**src/rtl/control_pipe_unit.sv**
```systemverilog
// Control path of a classic 5-stage MIPS-style pipeline: ID decode, ID/EX,
// EX/MEM and MEM/WB control registers, hazard detection, operand-forwarding
// selects, branch/jump resolution in EX, memory-wait freeze and sticky halt.

package cpu_types_pkg;
    typedef enum logic [5:0] {
        OP_RTYPE = 6'h00, OP_J     = 6'h02, OP_JAL   = 6'h03, OP_BEQ   = 6'h04,
        OP_BNE   = 6'h05, OP_ADDI  = 6'h08, OP_ADDIU = 6'h09, OP_SLTI  = 6'h0a,
        OP_SLTIU = 6'h0b, OP_ANDI  = 6'h0c, OP_ORI   = 6'h0d, OP_XORI  = 6'h0e,
        OP_LUI   = 6'h0f, OP_LW    = 6'h23, OP_SW    = 6'h2b, OP_HALT  = 6'h3f
    } opcode_t;

    typedef enum logic [5:0] {
        FN_SLL  = 6'h00, FN_SRL  = 6'h02, FN_JR   = 6'h08, FN_ADD  = 6'h20,
        FN_ADDU = 6'h21, FN_SUB  = 6'h22, FN_SUBU = 6'h23, FN_AND  = 6'h24,
        FN_OR   = 6'h25, FN_XOR  = 6'h26, FN_NOR  = 6'h27, FN_SLT  = 6'h2a,
        FN_SLTU = 6'h2b
    } funct_t;

    // ADD is encoded as zero so an all-zero bubble carries ALU op ADD
    typedef enum logic [3:0] {
        ALU_ADD = 4'd0, ALU_SUB = 4'd1, ALU_AND = 4'd2, ALU_OR   = 4'd3,
        ALU_XOR = 4'd4, ALU_NOR = 4'd5, ALU_SLT = 4'd6, ALU_SLTU = 4'd7,
        ALU_SLL = 4'd8, ALU_SRL = 4'd9, ALU_LUI = 4'd10
    } aluop_t;
endpackage

module control_pipe_unit
    import cpu_types_pkg::*;
#(
    parameter int REG_AW  = 5,
    parameter bit FWD_EN  = 1'b1,
    parameter int ALUOP_W = 4
) (
    input  logic               CLK,
    input  logic               nRST,
    input  logic [31:0]        instr,
    input  logic               id_valid,
    input  logic               alu_zero,
    input  logic               dmem_ready,
    output logic [ALUOP_W-1:0] ex_alu_op,
    output logic               ex_alu_src,
    output logic [1:0]         fwd_a,
    output logic [1:0]         fwd_b,
    output logic               mem_memren,
    output logic               mem_memwr,
    output logic               wb_regwr,
    output logic               wb_memtoreg,
    output logic [REG_AW-1:0]  wb_wsel,
    output logic               stall,
    output logic               flush,
    output logic               pc_src,
    output logic               halt
);

    // src_a/src_b are zero when the instruction does not read that operand,
    // so hazard and forwarding logic never has to know the instruction class.
    typedef struct packed {
        logic              regwr;
        logic              memtoreg;
        logic              memren;
        logic              memwr;
        logic              alu_src;
        logic              beq;
        logic              bne;
        logic              jump;
        logic              halt;
        aluop_t            alu_op;
        logic [REG_AW-1:0] wsel;
        logic [REG_AW-1:0] src_a;
        logic [REG_AW-1:0] src_b;
    } ex_ctrl_t;

    typedef struct packed {
        logic              regwr;
        logic              memtoreg;
        logic              memren;
        logic              memwr;
        logic              halt;
        logic [REG_AW-1:0] wsel;
    } mem_ctrl_t;

    typedef struct packed {
        logic              regwr;
        logic              memtoreg;
        logic              halt;
        logic [REG_AW-1:0] wsel;
    } wb_ctrl_t;

    ex_ctrl_t  dec;
    ex_ctrl_t  ex_q, ex_d;
    mem_ctrl_t mem_q, mem_d;
    wb_ctrl_t  wb_q, wb_d;
    logic      halt_q, halt_d;

    logic [5:0]        opcode, funct;
    logic [REG_AW-1:0] rs, rt, rd;
    logic              taken, mem_wait, hazard, raw_ex, raw_mem;
    logic              unused_shamt;

    assign opcode       = instr[31:26];
    assign funct        = instr[5:0];
    assign rs           = REG_AW'(instr[25:21]);
    assign rt           = REG_AW'(instr[20:16]);
    assign rd           = REG_AW'(instr[15:11]);
    assign unused_shamt = ^instr[10:6];

    // A nonzero source register that matches a producer's destination
    function automatic logic src_hit(input logic [REG_AW-1:0] src,
                                     input logic [REG_AW-1:0] dst);
        return (src != '0) && (src == dst);
    endfunction

    // Newest producer wins: MEM result over WB result, otherwise register file
    function automatic logic [1:0] fwd_sel(input logic [REG_AW-1:0] src,
                                           input mem_ctrl_t m, input wb_ctrl_t w);
        if (!FWD_EN)                          return 2'b00;
        if (m.regwr && src_hit(src, m.wsel))  return 2'b01;
        if (w.regwr && src_hit(src, w.wsel))  return 2'b10;
        return 2'b00;
    endfunction

    // ID decode; unknown encodings, invalid slots and post-halt fetches are bubbles
    always_comb begin
        dec = '0;
        case (opcode)
            OP_RTYPE: begin
                dec.regwr = 1'b1;
                dec.wsel  = rd;
                dec.src_a = rs;
                dec.src_b = rt;
                case (funct)
                    FN_ADD, FN_ADDU: dec.alu_op = ALU_ADD;
                    FN_SUB, FN_SUBU: dec.alu_op = ALU_SUB;
                    FN_AND:          dec.alu_op = ALU_AND;
                    FN_OR:           dec.alu_op = ALU_OR;
                    FN_XOR:          dec.alu_op = ALU_XOR;
                    FN_NOR:          dec.alu_op = ALU_NOR;
                    FN_SLT:          dec.alu_op = ALU_SLT;
                    FN_SLTU:         dec.alu_op = ALU_SLTU;
                    FN_SLL:          dec.alu_op = ALU_SLL;
                    FN_SRL:          dec.alu_op = ALU_SRL;
                    FN_JR: begin
                        dec.regwr = 1'b0;
                        dec.wsel  = '0;
                        dec.src_b = '0;
                        dec.jump  = 1'b1;
                    end
                    default:         dec = '0;
                endcase
            end
            OP_ADDI, OP_ADDIU, OP_SLTI, OP_SLTIU, OP_ANDI, OP_ORI, OP_XORI, OP_LUI: begin
                dec.regwr   = 1'b1;
                dec.alu_src = 1'b1;
                dec.wsel    = rt;
                dec.src_a   = (opcode == OP_LUI) ? '0 : rs;
                case (opcode)
                    OP_SLTI:  dec.alu_op = ALU_SLT;
                    OP_SLTIU: dec.alu_op = ALU_SLTU;
                    OP_ANDI:  dec.alu_op = ALU_AND;
                    OP_ORI:   dec.alu_op = ALU_OR;
                    OP_XORI:  dec.alu_op = ALU_XOR;
                    OP_LUI:   dec.alu_op = ALU_LUI;
                    default:  dec.alu_op = ALU_ADD;
                endcase
            end
            OP_LW: begin
                dec.regwr    = 1'b1;
                dec.memtoreg = 1'b1;
                dec.memren   = 1'b1;
                dec.alu_src  = 1'b1;
                dec.wsel     = rt;
                dec.src_a    = rs;
            end
            OP_SW: begin
                dec.memwr   = 1'b1;
                dec.alu_src = 1'b1;
                dec.src_a   = rs;
                dec.src_b   = rt;
            end
            OP_BEQ, OP_BNE: begin
                dec.beq    = (opcode == OP_BEQ);
                dec.bne    = (opcode == OP_BNE);
                dec.alu_op = ALU_SUB;
                dec.src_a  = rs;
                dec.src_b  = rt;
            end
            OP_J:    dec.jump = 1'b1;
            OP_JAL: begin
                dec.jump  = 1'b1;
                dec.regwr = 1'b1;
                dec.wsel  = {REG_AW{1'b1}};
            end
            OP_HALT: dec.halt = 1'b1;
            default: dec = '0;
        endcase
        if (dec.wsel == '0)
            dec.regwr = 1'b0;
        if (!id_valid || halt)
            dec = '0;
    end

    // Hazards, branch resolution and next-state for each stage register
    always_comb begin
        raw_ex  = ex_q.regwr  && (src_hit(dec.src_a, ex_q.wsel)  || src_hit(dec.src_b, ex_q.wsel));
        raw_mem = mem_q.regwr && (src_hit(dec.src_a, mem_q.wsel) || src_hit(dec.src_b, mem_q.wsel));
        hazard  = FWD_EN ? (raw_ex && ex_q.memren) : (raw_ex || raw_mem);
        taken   = (ex_q.beq && alu_zero) || (ex_q.bne && !alu_zero) || ex_q.jump;
        mem_wait = (mem_q.memren || mem_q.memwr) && !dmem_ready;

        // Killed (flush) or held-back (hazard) ID slots both become a bubble in EX
        ex_d  = (taken || hazard) ? '0 : dec;
        mem_d = '{regwr: ex_q.regwr, memtoreg: ex_q.memtoreg, memren: ex_q.memren,
                  memwr: ex_q.memwr, halt: ex_q.halt, wsel: ex_q.wsel};
        wb_d  = '{regwr: mem_q.regwr, memtoreg: mem_q.memtoreg, halt: mem_q.halt,
                  wsel: mem_q.wsel};
        halt_d = halt_q || wb_q.halt;
    end

    // Stage registers: reset clears to bubbles, a memory wait freezes the pipe
    always_ff @(posedge CLK) begin
        if (!nRST) begin
            ex_q   <= '0;
            mem_q  <= '0;
            wb_q   <= '0;
            halt_q <= 1'b0;
        end else begin
            halt_q <= halt_d;
            if (!mem_wait) begin
                ex_q  <= ex_d;
                mem_q <= mem_d;
                wb_q  <= wb_d;
            end
        end
    end

    assign ex_alu_op   = ALUOP_W'(ex_q.alu_op);
    assign ex_alu_src  = ex_q.alu_src;
    assign fwd_a       = fwd_sel(ex_q.src_a, mem_q, wb_q);
    assign fwd_b       = fwd_sel(ex_q.src_b, mem_q, wb_q);
    assign mem_memren  = mem_q.memren;
    assign mem_memwr   = mem_q.memwr;
    // A frozen WB slot must not write again on every waiting cycle
    assign wb_regwr    = wb_q.regwr && !mem_wait;
    assign wb_memtoreg = wb_q.memtoreg;
    assign wb_wsel     = wb_q.wsel;
    assign flush       = taken && !mem_wait;
    assign pc_src      = flush;
    assign stall       = mem_wait || (hazard && !taken);
    assign halt        = halt_q || wb_q.halt;

endmodule

```
**config.mk**
```make
export PLATFORM = sky130hd
export DESIGN_NAME = control_pipe_unit
export DESIGN_NICKNAME = d
export VERILOG_FILES = /design/src/rtl/control_pipe_unit.sv
export SDC_FILE = /design/constraint.sdc
export NUM_CORES = 1
export LEC_CHECK = 0
export CAP_MARGIN = 20
export CELL_PAD_IN_SITES_DETAIL_PLACEMENT = 0
export CELL_PAD_IN_SITES_GLOBAL_PLACEMENT = 2
export CORE_ASPECT_RATIO = 0.8
export CORE_MARGIN = 1.5
export CORE_UTILIZATION = 35
export CTS_BUF_LIST = sky130_fd_sc_hd__clkbuf_4
export CTS_CLUSTER_SIZE = 12
export DETAILED_ROUTE_END_ITERATION = 10
export DONT_BUFFER_PORTS = 1
export GPL_TIMING_DRIVEN = 0
export PLACE_DENSITY_LB_ADDON = 0.1
export SLEW_MARGIN = 5
export SYNTH_ARGS = -nofsm -noshare
export SYNTH_HDL_FRONTEND = slang
export SYNTH_SLANG_ARGS = --single-unit
```
**constraint.sdc**
```tcl
create_clock -name CLK -period 1.9 [get_ports CLK]
set_input_delay 0.38 -clock CLK [delete_from_list [all_inputs] [get_ports CLK]]
set_output_delay 0.38 -clock CLK [all_outputs]
set_load 0.01 [all_outputs]
```
[Yosys cells after proc, flatten, opt, wreduce, memory -nomap -nowiden]
Cells that the tools add are included.
Operators by class
  eq/ne operators: 33
  muxes and demuxes: 36
  reduce and logical (&&, ||, !) cells: 49
Operators with widths (number)
  $eq 6x6->1 const B: 13
  $mux 28: 2
  $eq 6x4->1 const B: 9
  $pmux 4 s9: 1
  $eq 5x5->1: 6
  $pmux 5 s3: 2
  $pmux 4 s6: 1
  $mux 2: 10
  $mux 5: 4
  $reduce_bool 5->1: 4
  $reduce_or 10->1: 2
  $eq 6x2->1 const B: 3
  $logic_and 1x1->1: 18
  $reduce_or 13->1: 1
  $eq 6x3->1 const B: 2
  $logic_not 6->1: 2
  $mux 1: 12
  $pmux 4 s3: 1
  $reduce_or 12->1: 1
  $pmux 5 s2: 1
  $reduce_or 9->1: 1
  $logic_or 1x1->1: 8
  $reduce_or 8->1: 1
  $reduce_or 2->1: 3
  5 further kinds: 10
Word-level totals
  register bits after elaboration: 47
  input bits: 37
  logic and storage cells: 142

[Depth between registers and ports, before layout]
  depth in word-level cells: 14
  depth in mapped cells: 8
  gate-level depth less buffers: 6

[Least setup slack after synthesis]
No wires, ideal clock.
  path kind: in2out
  start point: input instr[2]
  end point: output stall
  arrival time: 1605 ps
  required time: 1520 ps
  setup slack: -85 ps
  stages: 7
  cell sequence: buf_6 > and3b_1 > o311a_4 > a21oi_2 > nand2b_4 > o21ai_0 > a21o_1
Between the ends
  cells in the longest elaborated chain, start to end: 12
  elaborated cells on any way between the ends: 31
  classes of those cells: eq/ne: 14; mux: 5; reduce/logical: 12
RTL lines
  start: declaration: RTL line 37  | input logic [31:0] instr,
  $eq 6x2->1 (tied with other cells): RTL line 132  | case (funct)
  $reduce_or 13->1 (no line) or $reduce_or 12->1 (tied branches)
  $mux 5: RTL line 132
  $pmux 5 s3 or $pmux 5 s2 (tied branches): RTL line 126  | case (opcode)
  $mux 28 *: RTL line 199  | if (!id_valid || halt)
  $eq 5x5->1 or $reduce_bool 5->1 (tied branches)
  $logic_and 1x1->1: RTL line 111  | return (src != '0) && (src == dst);
  $logic_or 1x1->1 *: RTL line 205  | raw_ex = ex_q.regwr && (src_hit(dec.src_a, ex_q.wsel) || src_hit(dec.src_b, ex_q.wsel));
  $logic_and 1x1->1 *: RTL line 205
  $logic_and 1x1->1 *: RTL line 207  | hazard = FWD_EN ? (raw_ex && ex_q.memren) : (raw_ex || raw_mem);
  $logic_and 1x1->1 *: RTL line 249  | assign stall = mem_wait || (hazard && !taken);
  $logic_or 1x1->1 *: RTL line 249
  end: declaration: RTL line 50  | output logic stall,
Mark *: on every way between the ends. The rest lies on a longest branch, timed or not.

[Final worst setup path]
  start point: register ex_q[14] (netlist name)
  end point: output stall
Between the ends
  cells in the longest elaborated chain, start to end: 7
  elaborated cells on any way between the ends: 9
  classes of those cells: eq/ne: 2; reduce/logical: 7
RTL lines
  start: declaration: RTL line 91  | ex_ctrl_t ex_q, ex_d;
  start signal: assignment: RTL line 223  | ex_q <= '0;
  start signal: assignment: RTL line 230  | ex_q <= ex_d;
  $eq 5x5->1: RTL line 111
  $logic_and 1x1->1: RTL line 111
  $logic_or 1x1->1 *: RTL line 205
  $logic_and 1x1->1 *: RTL line 205
  $logic_and 1x1->1 *: RTL line 207
  $logic_and 1x1->1 *: RTL line 249
  $logic_or 1x1->1 *: RTL line 249
Marked as above.

==> metrics.md <==
| Metric | Value |
|---|---|
| Status | `finished, violations left` |
| Failing checks | `setup timing` |
| Area share of the largest cell type after synthesis | `0.3211` |
| Buffers on Ports | `0` |
| Core ar. | `7567 sq um` |
| Reg-to-Reg Start | `ex_q[10]` |
| # setup viols final | `10` |
| Wire per inst | `18.29 um` |
| Largest net degree at the start of global routing | `13` |
| Setup Skew | `approximately 0.016 ns` |
| Initial antenna violation count | `0` |
| VDD IR-drop max | `0.2085 mV` |
| Reg2reg setup slack | `-0.06 ns` |
| Critical Path, Cell by Cell | `or4_4, nor2_4, nor4_4, nand3_2, o21ai_2, a21o_1` |
| Most frequent cells after synthesis | `nand2_1, dfxtp_1, xnor2_1` |
| Number of clock sinks | `45` |
| N_diodes | `0` |
| Full die area | `8564 sq um` |
| Final core utilization | `0.4616` |
| CTS Buf Count | `5` |
| Seq/Total Area, Yosys | `0.3211` |
| Reg2reg path depth | `8` |
| Cell Count Post-Placement | `434` |
| Io pins | `slightly below 60` |
| Hold EP | `ex_q[7]` |
| Tcrit/Tclk final | `1.157` |
| Vias in the first global route | `2350` |
| Detailed-route via count | `2491` |
| WP buf/inv | `0` |
| Final Non-Filler Cells | `460` |
| DR pass1 iterations | `4` |
| Crit Reg-Reg Endpoint | `ex_q[4]` |
| Dpl hpwl | `6119 um` |
| Clock latency on the worst-skew pair | `0.35 ns` |
| Leading area contributor after synthesis | `dfxtp_1` |
| Crit path required time | `between 1.5 and 2 ns` |
| Vert. Die Dim | `83.08 um` |
| Critical Path AT | `1.82 ns` |
| Avg Cell Area, Syn | `between 8 and 9 sq um` |
| Power Dens Cells | `455.0 nW/um^2` |
| Hold path startpoint | `instr[23]` |
| Crit path kind | `register to primary output` |
| Post-synth EDFFs | `0` |
| First-pass GRT wire length | `13070 um` |
| Clock root buffer | `clkbuf_4` |
| Top_reg_cell synth | `dfxtp_1` |
| Post-synthesis async set-or-reset flop share | `0` |
| H-tree Lvls | `2` |
| DRT iter0 DRCs | `108` |
| Gr usage total | `0.1994` |
| Initial core utilization | `0.3707` |
| Cell row count | `28` |
| Fill count | `805` |
| Drt total wl | `between 8000 and 9000 um` |
| Routed Antenna Nets | `0` |
| CP Max Fanout | `6` |
| Clk buf depth | `2` |
| Syn nets | `366` |
| Warnings from Yosys | `0` |
| Final Hold Fails | `0` |
| Multi-input gate area | `between 1500 and 2000 sq um` |
| Synth area leaders | `dfxtp_1, nand2_1, xnor2_1` |
| CP max stage cell | `or4_4` |
| Cell count after synthesis | `329` |
| Count leader, synth | `nand2_1` |
| Rel. slew slack | `0.6436` |
| Crit. End Element | `primary output` |
| Worst-Margin Slew | `0.5346 ns` |
| GPL Wtd Cong | `between 0.8 and 0.9` |
| CP max stage delay | `0.52 ns` |
| Critical Path Start Type | `register` |
| Area grow syn2layout | `24.53%` |
| Register area | `969.7 sq um` |
| Layout Nets | `393` |
| Max Cap Violations | `0` |
| GR Overflow Total | `0` |
| Worst setup margin | `-0.2992 ns` |
| Hold path cells | `1` |
| Delay-heaviest family, CP | `simple AND/OR/NAND/NOR gates` |
| Leakage power | `1.218 nW` |
| Maximum clock rate | `0.4547 GHz` |
| Vias/cell | `5.415` |
| Max-slew violations | `0` |
| CTS tree | `yes` |
| DRC | `0` |
| Worst Setup Slack post-DPL | `-0.3580 ns` |
| Netlist cell types | `63` |
| Chip Width | `103.1 um` |
| Final worst path period need | `~2.2 ns` |
| Layout cells sized above 1 | `0.3493` |
| Synthesized cell area | `2805 sq um` |
| Reg clk slew, reported paths | `roughly 0.13 ns` |
| Setup repair after global routing missed its margin | `yes` |
| Seq cells post-synth | `45` |
| Hold Crit Class | `primary input to register` |
-- repair_timing --
| action | CTS | global route |
|---|---|---|
| gates cloned | 0 | 1 |
| resized for setup | 60 | 28 |
| hold buffers | 0 | 0 |
| setup endpoints to repair | 34 | 23 |
| pin swaps | 13 | 13 |
| setup buffers | 15 | 4 |
-- layout by cell type (no fill, tap or decap), types with 8 or more instances in the layout --
cell type	instances
a21boi_0	15
nor2_1	12
a21oi_1	11
o21ai_2	9
xnor2_1	13
buf_4	29
o21ai_0	8
dfxtp_4	17
xnor2_2	10
dfxtp_1	24
nand2_1	58
-- worst max path at each step --
stage	startpoint	to	slack, ns	cells past startpoint
2_1_floorplan	instr[2]	stall	0.005	7
3_3_place_gp	ex_q[14]	stall	-0.30	6
3_5_place_dp	ex_q[14]	stall	-0.36	6
4_1_cts	ex_q[14]	stall	-0.31	6
5_1_grt	ex_q[12]	stall	-0.43	6
6_report	ex_q[14]	stall	-0.30	6
-- power breakdown --
part | leakage [nW] | internal, mW | switching (mW)
registers | 0.379 | 0.929 | 0.0103
clock network | 0.0269 | 0.129 | 0.291
logic | 0.813 | 0.110 | 0.120
-- cell type report --
class	instances	share of cell area
buffer	28	0.06805
clock buffer	5	0.01074
clock inverter	1	0.001433
inverter	6	0.006447
multi-input combinational	250	0.5491
sequential	45	0.2776
tap	105	0.03761
timing repair buffer	20	0.04907
-- state kept, by name, summed over array words and instances (netlist names) --
signal / cells
ex_q: 22
wb_wsel: 5
halt_q: 1
ex_alu_src: 1
ex_alu_op: 4
wb_q: 2
wb_memtoreg: 1
mem_memwr: 1
mem_q: 8
-- stage by stage --
step | TNS (ns) | instance area (sq um) | hold slack (ns) | power, mW
2_1_floorplan | 0 | 2811 | 0.4206 | 1.132
3_5_place_dp | -6.208 | 2943 | 0.4445 | 1.169
3_3_place_gp | -5.113 | 2943 | 0.4389 | 1.171
4_1_cts | -0.8657 | 3311 | 0.1365 | 1.594
5_1_grt | -1.702 | 3493 | 0.1104 | 1.685
6_report | -0.9180 | 3493 | 0.1458 | 1.589
-- layer usage --
layer | wire length, um | global-route usage | share of wire
met2 | 3332 | 0.2530 | 0.40
met4 | 43 | 0.04177 | 0.0051
met5 | 0 | 0 | 0
met1 | 4542 | 0.3294 | 0.54
met3 | 494 | 0.04630 | 0.059
-- cells by family after synthesis --
| family | count (synthesis) | synth area share |
|---|---|---|
| compound gates | 88 | 0.2475 |
| xor+xnor | 30 | 0.09367 |
| buf+inv | 34 | 0.08341 |
| flops | 45 | 0.3211 |
| mux | 3 | 0.01071 |
| simple gates | 129 | 0.2435 |
No activity file was read; power rests on OpenSTA's default activity.
